### src/rtl/irq_ctrl_if.sv
// picorv32 native memory bus as seen by a responder.
// The core drives the master side; irq_ctrl sits on the slave side.
interface irq_ctrl_if;
    logic        mem_valid;
    logic [31:0] mem_addr;
    logic [31:0] mem_wdata;
    logic [3:0]  mem_wstrb;
    logic [31:0] mem_rdata;
    logic        mem_ready;

    modport master (
        output mem_valid, mem_addr, mem_wdata, mem_wstrb,
        input  mem_rdata, mem_ready
    );

    modport slave (
        input  mem_valid, mem_addr, mem_wdata, mem_wstrb,
        output mem_rdata, mem_ready
    );
endinterface

### src/rtl/irq_ctrl.sv
// Memory-mapped interrupt controller: synchronizes sources, latches edge/level
// requests into PENDING, masks with ENABLE and retires on the core's eoi rise.
module irq_ctrl #(
    parameter int          N         = 16,
    parameter logic [31:0] BASE_ADDR = 32'h1000_0000,
    parameter int          WIN_BITS  = 8
) (
    input  logic         clk,
    input  logic         rstn,
    input  logic [N-1:0] src,
    output logic [N-1:0] irq_out,
    input  logic [N-1:0] eoi,
    irq_ctrl_if.slave    bus
);

    localparam logic [WIN_BITS-1:0] OFF_PEND  = WIN_BITS'(32'h00);
    localparam logic [WIN_BITS-1:0] OFF_EN    = WIN_BITS'(32'h04);
    localparam logic [WIN_BITS-1:0] OFF_MODE  = WIN_BITS'(32'h08);
    localparam logic [WIN_BITS-1:0] OFF_RAW   = WIN_BITS'(32'h0C);
    localparam logic [WIN_BITS-1:0] OFF_FORCE = WIN_BITS'(32'h10);

    logic [N-1:0] sync1, s, src_prev, eoi_prev;
    logic [N-1:0] pending, enable, mode;
    logic [N-1:0] rise, eoi_rise, set_vec, clr_vec;
    logic [N-1:0] wbits, lane_n;
    logic [31:0]  lane_mask, wbits32, rd_word, rdata_q;
    logic         ready_q;
    logic         hit, access, wr, rd;
    logic [WIN_BITS-1:0] off;
    logic sel_pend, sel_en, sel_mode, sel_raw, sel_force;

    assign hit    = bus.mem_valid && (bus.mem_addr[31:WIN_BITS] == BASE_ADDR[31:WIN_BITS]);
    assign access = hit && !ready_q;
    assign wr     = access && (bus.mem_wstrb != 4'b0000);
    assign rd     = access && (bus.mem_wstrb == 4'b0000);
    assign off    = {bus.mem_addr[WIN_BITS-1:2], 2'b00};

    assign sel_pend  = (off == OFF_PEND);
    assign sel_en    = (off == OFF_EN);
    assign sel_mode  = (off == OFF_MODE);
    assign sel_raw   = (off == OFF_RAW);
    assign sel_force = (off == OFF_FORCE);

    assign lane_mask = {{8{bus.mem_wstrb[3]}}, {8{bus.mem_wstrb[2]}},
                        {8{bus.mem_wstrb[1]}}, {8{bus.mem_wstrb[0]}}};
    assign wbits32   = bus.mem_wdata & lane_mask;
    assign wbits     = wbits32[N-1:0];
    assign lane_n    = lane_mask[N-1:0];

    // Set wins over clear so an edge coinciding with eoi or W1C is never lost.
    assign rise     = s & ~src_prev;
    assign eoi_rise = eoi & ~eoi_prev;
    assign set_vec  = (mode & rise) | (~mode & s) | ({N{wr && sel_force}} & wbits);
    assign clr_vec  = eoi_rise | ({N{wr && sel_pend}} & wbits);

    always_comb begin
        rd_word = '0;
        if (sel_pend)
            rd_word[N-1:0] = pending;
        else if (sel_en)
            rd_word[N-1:0] = enable;
        else if (sel_mode)
            rd_word[N-1:0] = mode;
        else if (sel_raw)
            rd_word[N-1:0] = s;
    end

    always_ff @(posedge clk or negedge rstn) begin
        if (!rstn) begin
            sync1    <= '0;
            s        <= '0;
            src_prev <= '0;
            eoi_prev <= '0;
            pending  <= '0;
            enable   <= '0;
            mode     <= '0;
            irq_out  <= '0;
            ready_q  <= 1'b0;
            rdata_q  <= '0;
        end else begin
            sync1    <= src;
            s        <= sync1;
            src_prev <= s;
            eoi_prev <= eoi;
            pending  <= (pending & ~clr_vec) | set_vec;
            irq_out  <= pending & enable;
            if (wr && sel_en)
                enable <= (enable & ~lane_n) | wbits;
            if (wr && sel_mode)
                mode <= (mode & ~lane_n) | wbits;
            ready_q  <= access;
            rdata_q  <= rd ? rd_word : '0;
        end
    end

    assign bus.mem_ready = ready_q;
    assign bus.mem_rdata = rdata_q;

    logic unused_bits;
    assign unused_bits = ^{bus.mem_addr[1:0], wbits32, lane_mask};

endmodule

### src/flat_wrapper.sv
// flat-port wrapper written by rule: the top's interface ports become plain ports
module irq_ctrl_flat 
#(
    parameter int          N         = 16,
    parameter logic [31:0] BASE_ADDR = 32'h1000_0000,
    parameter int          WIN_BITS  = 8
)
  (clk, rstn, src, irq_out, eoi, bus_mem_valid, bus_mem_addr, bus_mem_wdata, bus_mem_wstrb, bus_mem_rdata, bus_mem_ready);
  irq_ctrl_if bus_i ();
  input  logic clk;
  input  logic rstn;
  input  logic [N-1:0] src;
  output logic [N-1:0] irq_out;
  input  logic [N-1:0] eoi;
  input wire logic [$bits(bus_i.mem_valid)-1:0] bus_mem_valid;
  input wire logic [$bits(bus_i.mem_addr)-1:0] bus_mem_addr;
  input wire logic [$bits(bus_i.mem_wdata)-1:0] bus_mem_wdata;
  input wire logic [$bits(bus_i.mem_wstrb)-1:0] bus_mem_wstrb;
  output wire logic [$bits(bus_i.mem_rdata)-1:0] bus_mem_rdata;
  output wire logic [$bits(bus_i.mem_ready)-1:0] bus_mem_ready;
  assign bus_i.mem_valid = bus_mem_valid;
  assign bus_i.mem_addr = bus_mem_addr;
  assign bus_i.mem_wdata = bus_mem_wdata;
  assign bus_i.mem_wstrb = bus_mem_wstrb;
  assign bus_mem_rdata = bus_i.mem_rdata;
  assign bus_mem_ready = bus_i.mem_ready;
  irq_ctrl #(.N(N), .BASE_ADDR(BASE_ADDR), .WIN_BITS(WIN_BITS)) u_core (.clk(clk), .rstn(rstn), .src(src), .irq_out(irq_out), .eoi(eoi), .bus(bus_i));
endmodule
### config.mk
export PLATFORM = sky130hd
export DESIGN_NAME = irq_ctrl_flat
export DESIGN_NICKNAME = d
export VERILOG_FILES = /design/src/rtl/irq_ctrl_if.sv /design/src/rtl/irq_ctrl.sv /design/src/flat_wrapper.sv
export SDC_FILE = /design/constraint.sdc
export NUM_CORES = 1
export LEC_CHECK = 0
export CORE_UTILIZATION = 35
export CTS_CLUSTER_SIZE = 10
export DETAILED_ROUTE_END_ITERATION = 8
export HOLD_SLACK_MARGIN = 0.03
export PLACE_DENSITY_LB_ADDON = 0.12
export REMOVE_ABC_BUFFERS = 1
export SLEW_MARGIN = 40
export SYNTH_ARGS = -nofsm -noshare
export SYNTH_HDL_FRONTEND = slang
export SYNTH_SLANG_ARGS = --single-unit
### constraint.sdc
create_clock -name clk -period 2.1 [get_ports clk]
set_clock_uncertainty 0.05 [all_clocks]
set_input_delay 0.42 -clock clk [delete_from_list [all_inputs] [get_ports clk]]
set_output_delay 0.42 -clock clk [all_outputs]
set_load 0.005 [all_outputs]
; ---- Word level (Yosys, flattened, before mapping)
; Index checks and enable logic that the tools add are counted.
[op_classes]
n_eq_ne = 5
mux = 5
n_bitwise = 22
reduce_logical = 12
[op_table]
columns = op, count
row1 = bitwise AND 16 bit, 11
row2 = bitwise OR 16 bit, 6
row3 = 2-to-1 mux 16 bit, 5
row4 = inverter 16 bit, 5
row5 = equality test 24 x 21 -> 1 bit (second input constant), 1
row6 = equality test 6 x 2 -> 1 bit (second input constant), 2
row7 = logical AND 1 bit, 8
row8 = zero test 8 bit, 1
row9 = equality test 6 x 1 -> 1 bit (second input constant), 1
row10 = equality test 6 x 3 -> 1 bit (second input constant), 1
row11 = zero test 4 bit, 1
row12 = nonzero test 4 bit, 1
row13 = zero test 1 bit, 1
[word_totals]
register_bits = 161
input_bits = 103
wordCells = 54

; ---- Longest topological paths before layout
; Gate-level depths: netlist (run 1).
[logic_depth]
depth_word = 10
ltp_mapped = 6

; ---- Worst setup path after synthesis (run 1)
; Ideal clock, no wire load.
[synth_path]
path_kind = input-to-reg
start = input bus_mem_addr[17]
end = register (tool-made name)
t_arrival_ns = 1.869
t_required_ns = 1.925
setup_slack_ns = 0.056
path_stages = 5
path_cell_list = nor4_2 -> nand4_1 -> buf_4 -> nor3_4 -> mux2_4
[synth_lines]
columns = element, line
row1 = from (decl), flat_wrapper.sv:16  ; input wire logic [$bits(bus_i.mem_addr)-1:0] bus_mem_addr;

==> results of run 1 <==
## power by group through the flow
stage / clock (mW) / combinational (mW) / sequential (mW)
after floorplan: 0 / 0.107 / 2.95
after global placement: 0 / 0.409 / 2.96
after detailed placement: 0 / 0.415 / 2.97
after CTS: 3.31 / 0.418 / 2.92
after global routing: 3.43 / 0.457 / 2.92
final: 3.24 / 0.409 / 2.92
## routing by layer
layer,vias up,GRT usage,routed length (um)
li1,1774,-,-
met1,1860,0.2154,5915
met2,113,0.2653,6047
met4,0,0.07682,250
met5,-,0,0
met3,20,0.04253,663
## what timing repair did
item	in CTS	in global routing
gates resized for setup	0	2
setup endpoints to repair	0	2
hold buffers	1	0
setup buffers	0	0
endpoints found under the hold margin	38	0
## critical path: cells and delay by family
family	cells	cell delay, ps
simple gates	3	680
mux	1	310
buf+inv	3	800
## synthesized netlist by cell type (all sizes together)
cell type,number
and4,1
mux2,32
inv,32
nand2,49
and2,17
o21ai,16
buf,19
dfrtp,145
and3,2
mux2i,16
and4bb,1
nor3,5
clkbuf,9
nand2b,1
nand4,6
nor2,18
nor4,23
nand3b,2
conb,1
o221ai,32
## stage by stage
stage            util  instance area [sq um]  hold slack, ps
2_1_floorplan       -                   5559           74.41
3_3_place_gp   0.4629                   7327           282.5
3_5_place_dp   0.4629                   7327           285.5
4_1_cts        0.5033                   7966           297.6
5_1_grt        0.5041                   7979           305.6
6_report       0.5043                   7981           296.4
## logic make-up (layout without fill, tap and decap cells)
family | count (synthesis) | after routing | synth area share
mux | 48 | 48 | 0.1129
buf+inv | 60 | 208 | 0.05117
compound gates | 48 | 48 | 0.06352
simple gates | 125 | 125 | 0.1321
other cells | 1 | 17 | 0.0006610
flops | 145 | 145 | 0.6396
## final timing paths
check	startpoint	to	slack, ps	depth (start not counted)
max in group asynchronous	rstn	u_core.src_prev[3]$_DFF_PN0_	920	3
min in group asynchronous	rstn	u_core.irq_out[10]$_DFF_PN0_	440	2
min reg2reg	u_core.sync1[14]$_DFF_PN0_	u_core.s[14]$_DFF_PN0_	300	0
max reg2reg	u_core.bus.mem_ready$_DFF_PN0_	flip-flop	270	5
min	u_core.sync1[14]$_DFF_PN0_	u_core.s[14]$_DFF_PN0_	300	0
max	bus_mem_addr[11]	flip-flop	130	7
## final cells by class
type	instances	area [sq um]
antenna	1	2.502
clock buffer	22	474.2
clock inverter	6	155.1
fill	1379	7846
inverter	32	120.1
multi-input combinational	237	1823
sequential	145	3628
tap	216	270.3
timing repair buffer	148	1508
==> out/qor.txt, run 1 <==
cell-by-cell listing of the critical path: clkdlybuf4s50_1 > nor4_2 > nand4_1 > buf_4 > nor3_4 > buf_12 > mux2_4
Comb power frac: 0.062
clock group share of total power: 0.494
Chip Width: 129.3 um
global-route wire length before repair: 20510 um
Worst Path Max Fanout: 8
count of input and output buffers: 117
H-tree levels: 4
number of setup violations in the final report: 0
internal power: 5.271 mW
clock slew seen by the registers of the worst setup and hold paths: 50 ps
Sequential Power Share: 0.444
cell area power density: 822.8 nW/um^2
non-filler cells, final: 807
last weighted congestion value of the routability-driven placer: 0.7445
die area: 16720 sq um
overall routed net length: 12880 um
Net count, final: 684
post-synthesis instance total: 427
largest net degree at the start of global routing: 59
Cell Area, Synth: 5673 sq um
share of synthesized area occupied by flip-flops and latches: 0.6396
total negative slack for setup checks: 0 ps
static leakage: 3.627 nW
crit path max-delay cell type: sky130_fd_sc_hd__clkdlybuf4s50_1
Synth-to-Final Area Change: 40.69%
WP data arrival: 2210 ps
synth top area cells: sky130_fd_sc_hd__dfrtp_1, sky130_fd_sc_hd__mux2_4, sky130_fd_sc_hd__o221ai_1
Yosys warning count: 0
total design power: 6.567 mW
largest area contributor in the synthesized netlist: sky130_fd_sc_hd__dfrtp_1
CP Class: in -> reg
achievable frequency: 508.6 MHz
residual overflow from global routing: 0
Worst Setup Start Kind: primary input
WL/cell: 15.95 um
number of antenna violations at the first check in global routing: 1
total number of vias: 3767
TritonCTS Sinks: 145
Largest stage delay, worst path: 420 ps
length of the first detailed-routing pass in iterations: 4
Synth top area share: 0.6396
ratio of cells with drive above 1 in the final layout: 0.1763
number of buffers created by CTS: 17
y dimension of the die: 129.3 um
maximum VDD drop: 552.5 uV
area of the core: 15830 sq um
clock tree root driver cell: sky130_fd_sc_hd__clkbuf_16
post-synth cell types: 26
final max-slew violation count: 0
fraction of power spent switching nets: 0.1974
switching power of the nets: 1.296 mW
drt drc: 0
Seq cells post-synth: 145
endpoint type of the worst setup path: flip-flop
number of endpoints with negative hold slack in the final report: 0
most used cells in the layout excluding fill and tap cells: sky130_fd_sc_hd__dfrtp_1, sky130_fd_sc_hd__clkdlybuf4s50_1, sky130_fd_sc_hd__nand2_1
num rows: 46
via density per instance: 4.668
final critical delay including setup and external delays: 1966 ps
run status: completed
leading cell type in the layout, fill and taps excluded: sky130_fd_sc_hd__dfrtp_1
GRT Util Overall: 0.1672
final worst-path setup slack: 133.9 ps
source-to-sink clock delay at the later pin of the worst-skew pair: 420 ps
setup repair after global routing missed its margin: false
placement-stage worst setup slack: -308.6 ps
post-detail-place hpwl: 8759 um
effective utilization at floorplan: 0.3584
Placed Instances: 777
maximum clock insertion buffer count: 2
CTS tree: yes
DRT antenna net count: 0
synthesized area per cell: 13.29 sq um
critical path data required time: 2350 ps
num ports: 152
post-route fraction of the period consumed by the critical path: 0.9362
number of global-route vias before repair: 3906
count of maximum capacitance violations: 0
Initial DRC Count: 192
worst hold path class: reg -> reg
(Power assumes the default switching activity.)
==> run 2: changes to the inputs <==
Settings changed: RECOVER_POWER set to 100.
==> out/qor.txt, run 2 (synthesis gave the netlist of run 1 again) <==
Initial DRC Count: 187 (-2.6%)
final critical delay including setup and external delays: 1988 ps (+21.46 ps)
area of the core: 15830 sq um (unchanged)
run status: completed
total negative slack for setup checks: 0 ps (unchanged)
worst hold path class: reg -> reg
residual overflow from global routing: 0 (unchanged)
die area: 16720 sq um (unchanged)
switching power of the nets: 1.294 mW (-0.13%)
final max-slew violation count: 0 (unchanged)
number of endpoints with negative hold slack in the final report: 0 (unchanged)
Worst Setup Start Kind: primary input
Setup Buffers After CTS: 0 (unchanged)
final-layout worst hold slack: 296.3 ps (-0.09600 ps)
Worst Tran Pin Value: 1015 ps
num ports: 152 (unchanged)
dpl cell area: 7327 sq um (unchanged)
Sequential Power Share: 0.445 (about the same)
achievable frequency: 503.1 MHz (-1.1%)
maximum VDD drop: 553.8 uV (+0.24%)
fraction of power spent switching nets: 0.1976 (+0.0002584)
Multi-input gate area: 1792 sq um (-1.7%)
final design instance area without fill: 7905 sq um (-0.96%)
endpoint type of the worst setup path: flip-flop
post-route fraction of the period consumed by the critical path: 0.9465 (+0.01022)
Final Core Density: 0.4994 (-0.004822)
leading cell type in the layout, fill and taps excluded: sky130_fd_sc_hd__dfrtp_1
GRT Util Overall: 0.1672 (unchanged)
TritonCTS Sinks: 145 (unchanged)
Comb power frac: 0.060 (-0.002)
total number of vias: 3779 (+0.32%)
CP Class: in -> reg
ratio of cells with drive above 1 in the final layout: 0.1678 (-0.008475)
Worst Path Max Fanout: 8 (unchanged)
H-tree levels: 4 (unchanged)
most used cells in the layout excluding fill and tap cells: sky130_fd_sc_hd__dfrtp_1, sky130_fd_sc_hd__dlygate4sd3_1, sky130_fd_sc_hd__clkdlybuf4s50_1, sky130_fd_sc_hd__nand2_1
via density per instance: 4.683 (+0.32%)
setup repair after global routing missed its margin: false
global-route wire length before repair: 20510 um (unchanged)
internal power: 5.255 mW (-0.30%)
Net count, final: 684 (unchanged)
Placed Instances: 777 (unchanged)
cell area power density: 828.6 nW/um^2 (+0.70%)
effective utilization at floorplan: 0.3584 (unchanged)
post-detail-place hpwl: 8759 um (unchanged)
number of setup violations in the final report: 0 (unchanged)
number of antenna violations at the first check in global routing: 2 (+1)
clock group share of total power: 0.495 (about the same)
clock tree root driver cell: sky130_fd_sc_hd__clkbuf_16
number of global-route vias before repair: 3906 (unchanged)
WL/cell: 15.89 um (-0.38%)
Synth-to-Final Area Change: 39.35%
static leakage: 3.697 nW (+1.9%)
largest net degree at the start of global routing: 59 (unchanged)
total design power: 6.550 mW (-0.26%)
placement-stage worst setup slack: -308.6 ps (unchanged)
count of maximum capacitance violations: 0 (unchanged)
number of buffers created by CTS: 17 (unchanged)
clock slew seen by the registers of the worst setup and hold paths: 50 ps (about the same)
maximum clock insertion buffer count: 2 (unchanged)
source-to-sink clock delay at the later pin of the worst-skew pair: 420 ps (about the same)
drt drc: 0 (unchanged)
y dimension of the die: 129.3 um (unchanged)
overall routed net length: 12830 um (-0.38%)
count of fill cells added during filler insertion: 1392 (+0.94%)
Chip Width: 129.3 um (unchanged)
non-filler cells, final: 807 (unchanged)
last weighted congestion value of the routability-driven placer: 0.7445 (unchanged)
critical path data required time: 2350 ps (about the same)
DRT antenna net count: 0 (unchanged)
length of the first detailed-routing pass in iterations: 4 (unchanged)
count of input and output buffers: 117 (unchanged)
FF+latch area: 3628 sq um (unchanged)
slew margin rel.: 0.3233
num rows: 46 (unchanged)
CTS tree: yes
WP data arrival: 2230 ps (+20 ps)
final worst-path setup slack: 112.4 ps (-21.46 ps)
run 2: cell count changes in the layout (fill, tap and decap cells not counted), sizes merged:
| cell | previous run | this run |
|---|---|---|
| clkbuf | 22 | 26 |
| buf | 31 | 27 |
| clkdlybuf4s50 | 116 | 51 |
| dlygate4sd3 | 1 | 66 |
run 2: layout make-up:
| type | instances | area share |
|---|---|---|
| Antenna cell | 1 | 0.0003166 |
| Tap cell | 216 | 0.03419 |
| Inverter | 32 | 0.01519 |
| Sequential cell | 145 | 0.4590 |
| Timing Repair Buffer | 148 | 0.1850 |
| Clock buffer | 22 | 0.05999 |
| Clock inverter | 6 | 0.01963 |
| Multi-Input combinational cell | 237 | 0.2267 |
run 2: final timing paths:
check | startpoint | endpoint | slack (ps) | cells past startpoint
worst min-delay path | u_core.sync1[14]$_DFF_PN0_ | u_core.s[14]$_DFF_PN0_ | 300 | 0
worst max register to register | u_core.bus.mem_ready$_DFF_PN0_ | u_core.bus.mem_rdata[13]$_DFF_PN0_ | 250 | 5
worst min register to register | u_core.sync1[14]$_DFF_PN0_ | u_core.s[14]$_DFF_PN0_ | 300 | 0
worst max-delay path | bus_mem_addr[11] | flip-flop | 110 | 7
min in group asynchronous | rstn | u_core.irq_out[10]$_DFF_PN0_ | 670 | 2
max in group asynchronous | rstn | async pin | 370 | 3
run 2: repair_timing:
item	CTS	global route
hold buffers	1	0
hold endpoints to repair	38	0
endpoints found under the setup margin	0	2
resized for setup	0	2
run 2: metal layers:
layer	global-route usage	part of all wire	up-vias	routed length, um
met5	0	0.0012	-	16
met4	0.07682	0.017	2	214
met3	0.04253	0.052	19	673
met2	0.2653	0.47	119	6077
met1	0.2154	0.46	1867	5843
li1	-	-	1772	-
run 2: worst max-delay path, cell delays in order:
cell	delay (ps)
sky130_fd_sc_hd__clkdlybuf4s50_1	420
sky130_fd_sc_hd__nor4_2	320
sky130_fd_sc_hd__nand4_1	140
sky130_fd_sc_hd__buf_4	200
sky130_fd_sc_hd__nor3_4	170
sky130_fd_sc_hd__buf_4	250
sky130_fd_sc_hd__mux2_4	310
run 2: power groups by stage:
stage	combinational [mW]	clock, mW	sequential [mW]
global route	0.440	3.43	2.92
CTS	0.418	3.31	2.92
detailed placement	0.415	0	2.97
global placement	0.409	0	2.96
floorplan	0.107	0	2.95
finish	0.392	3.24	2.92
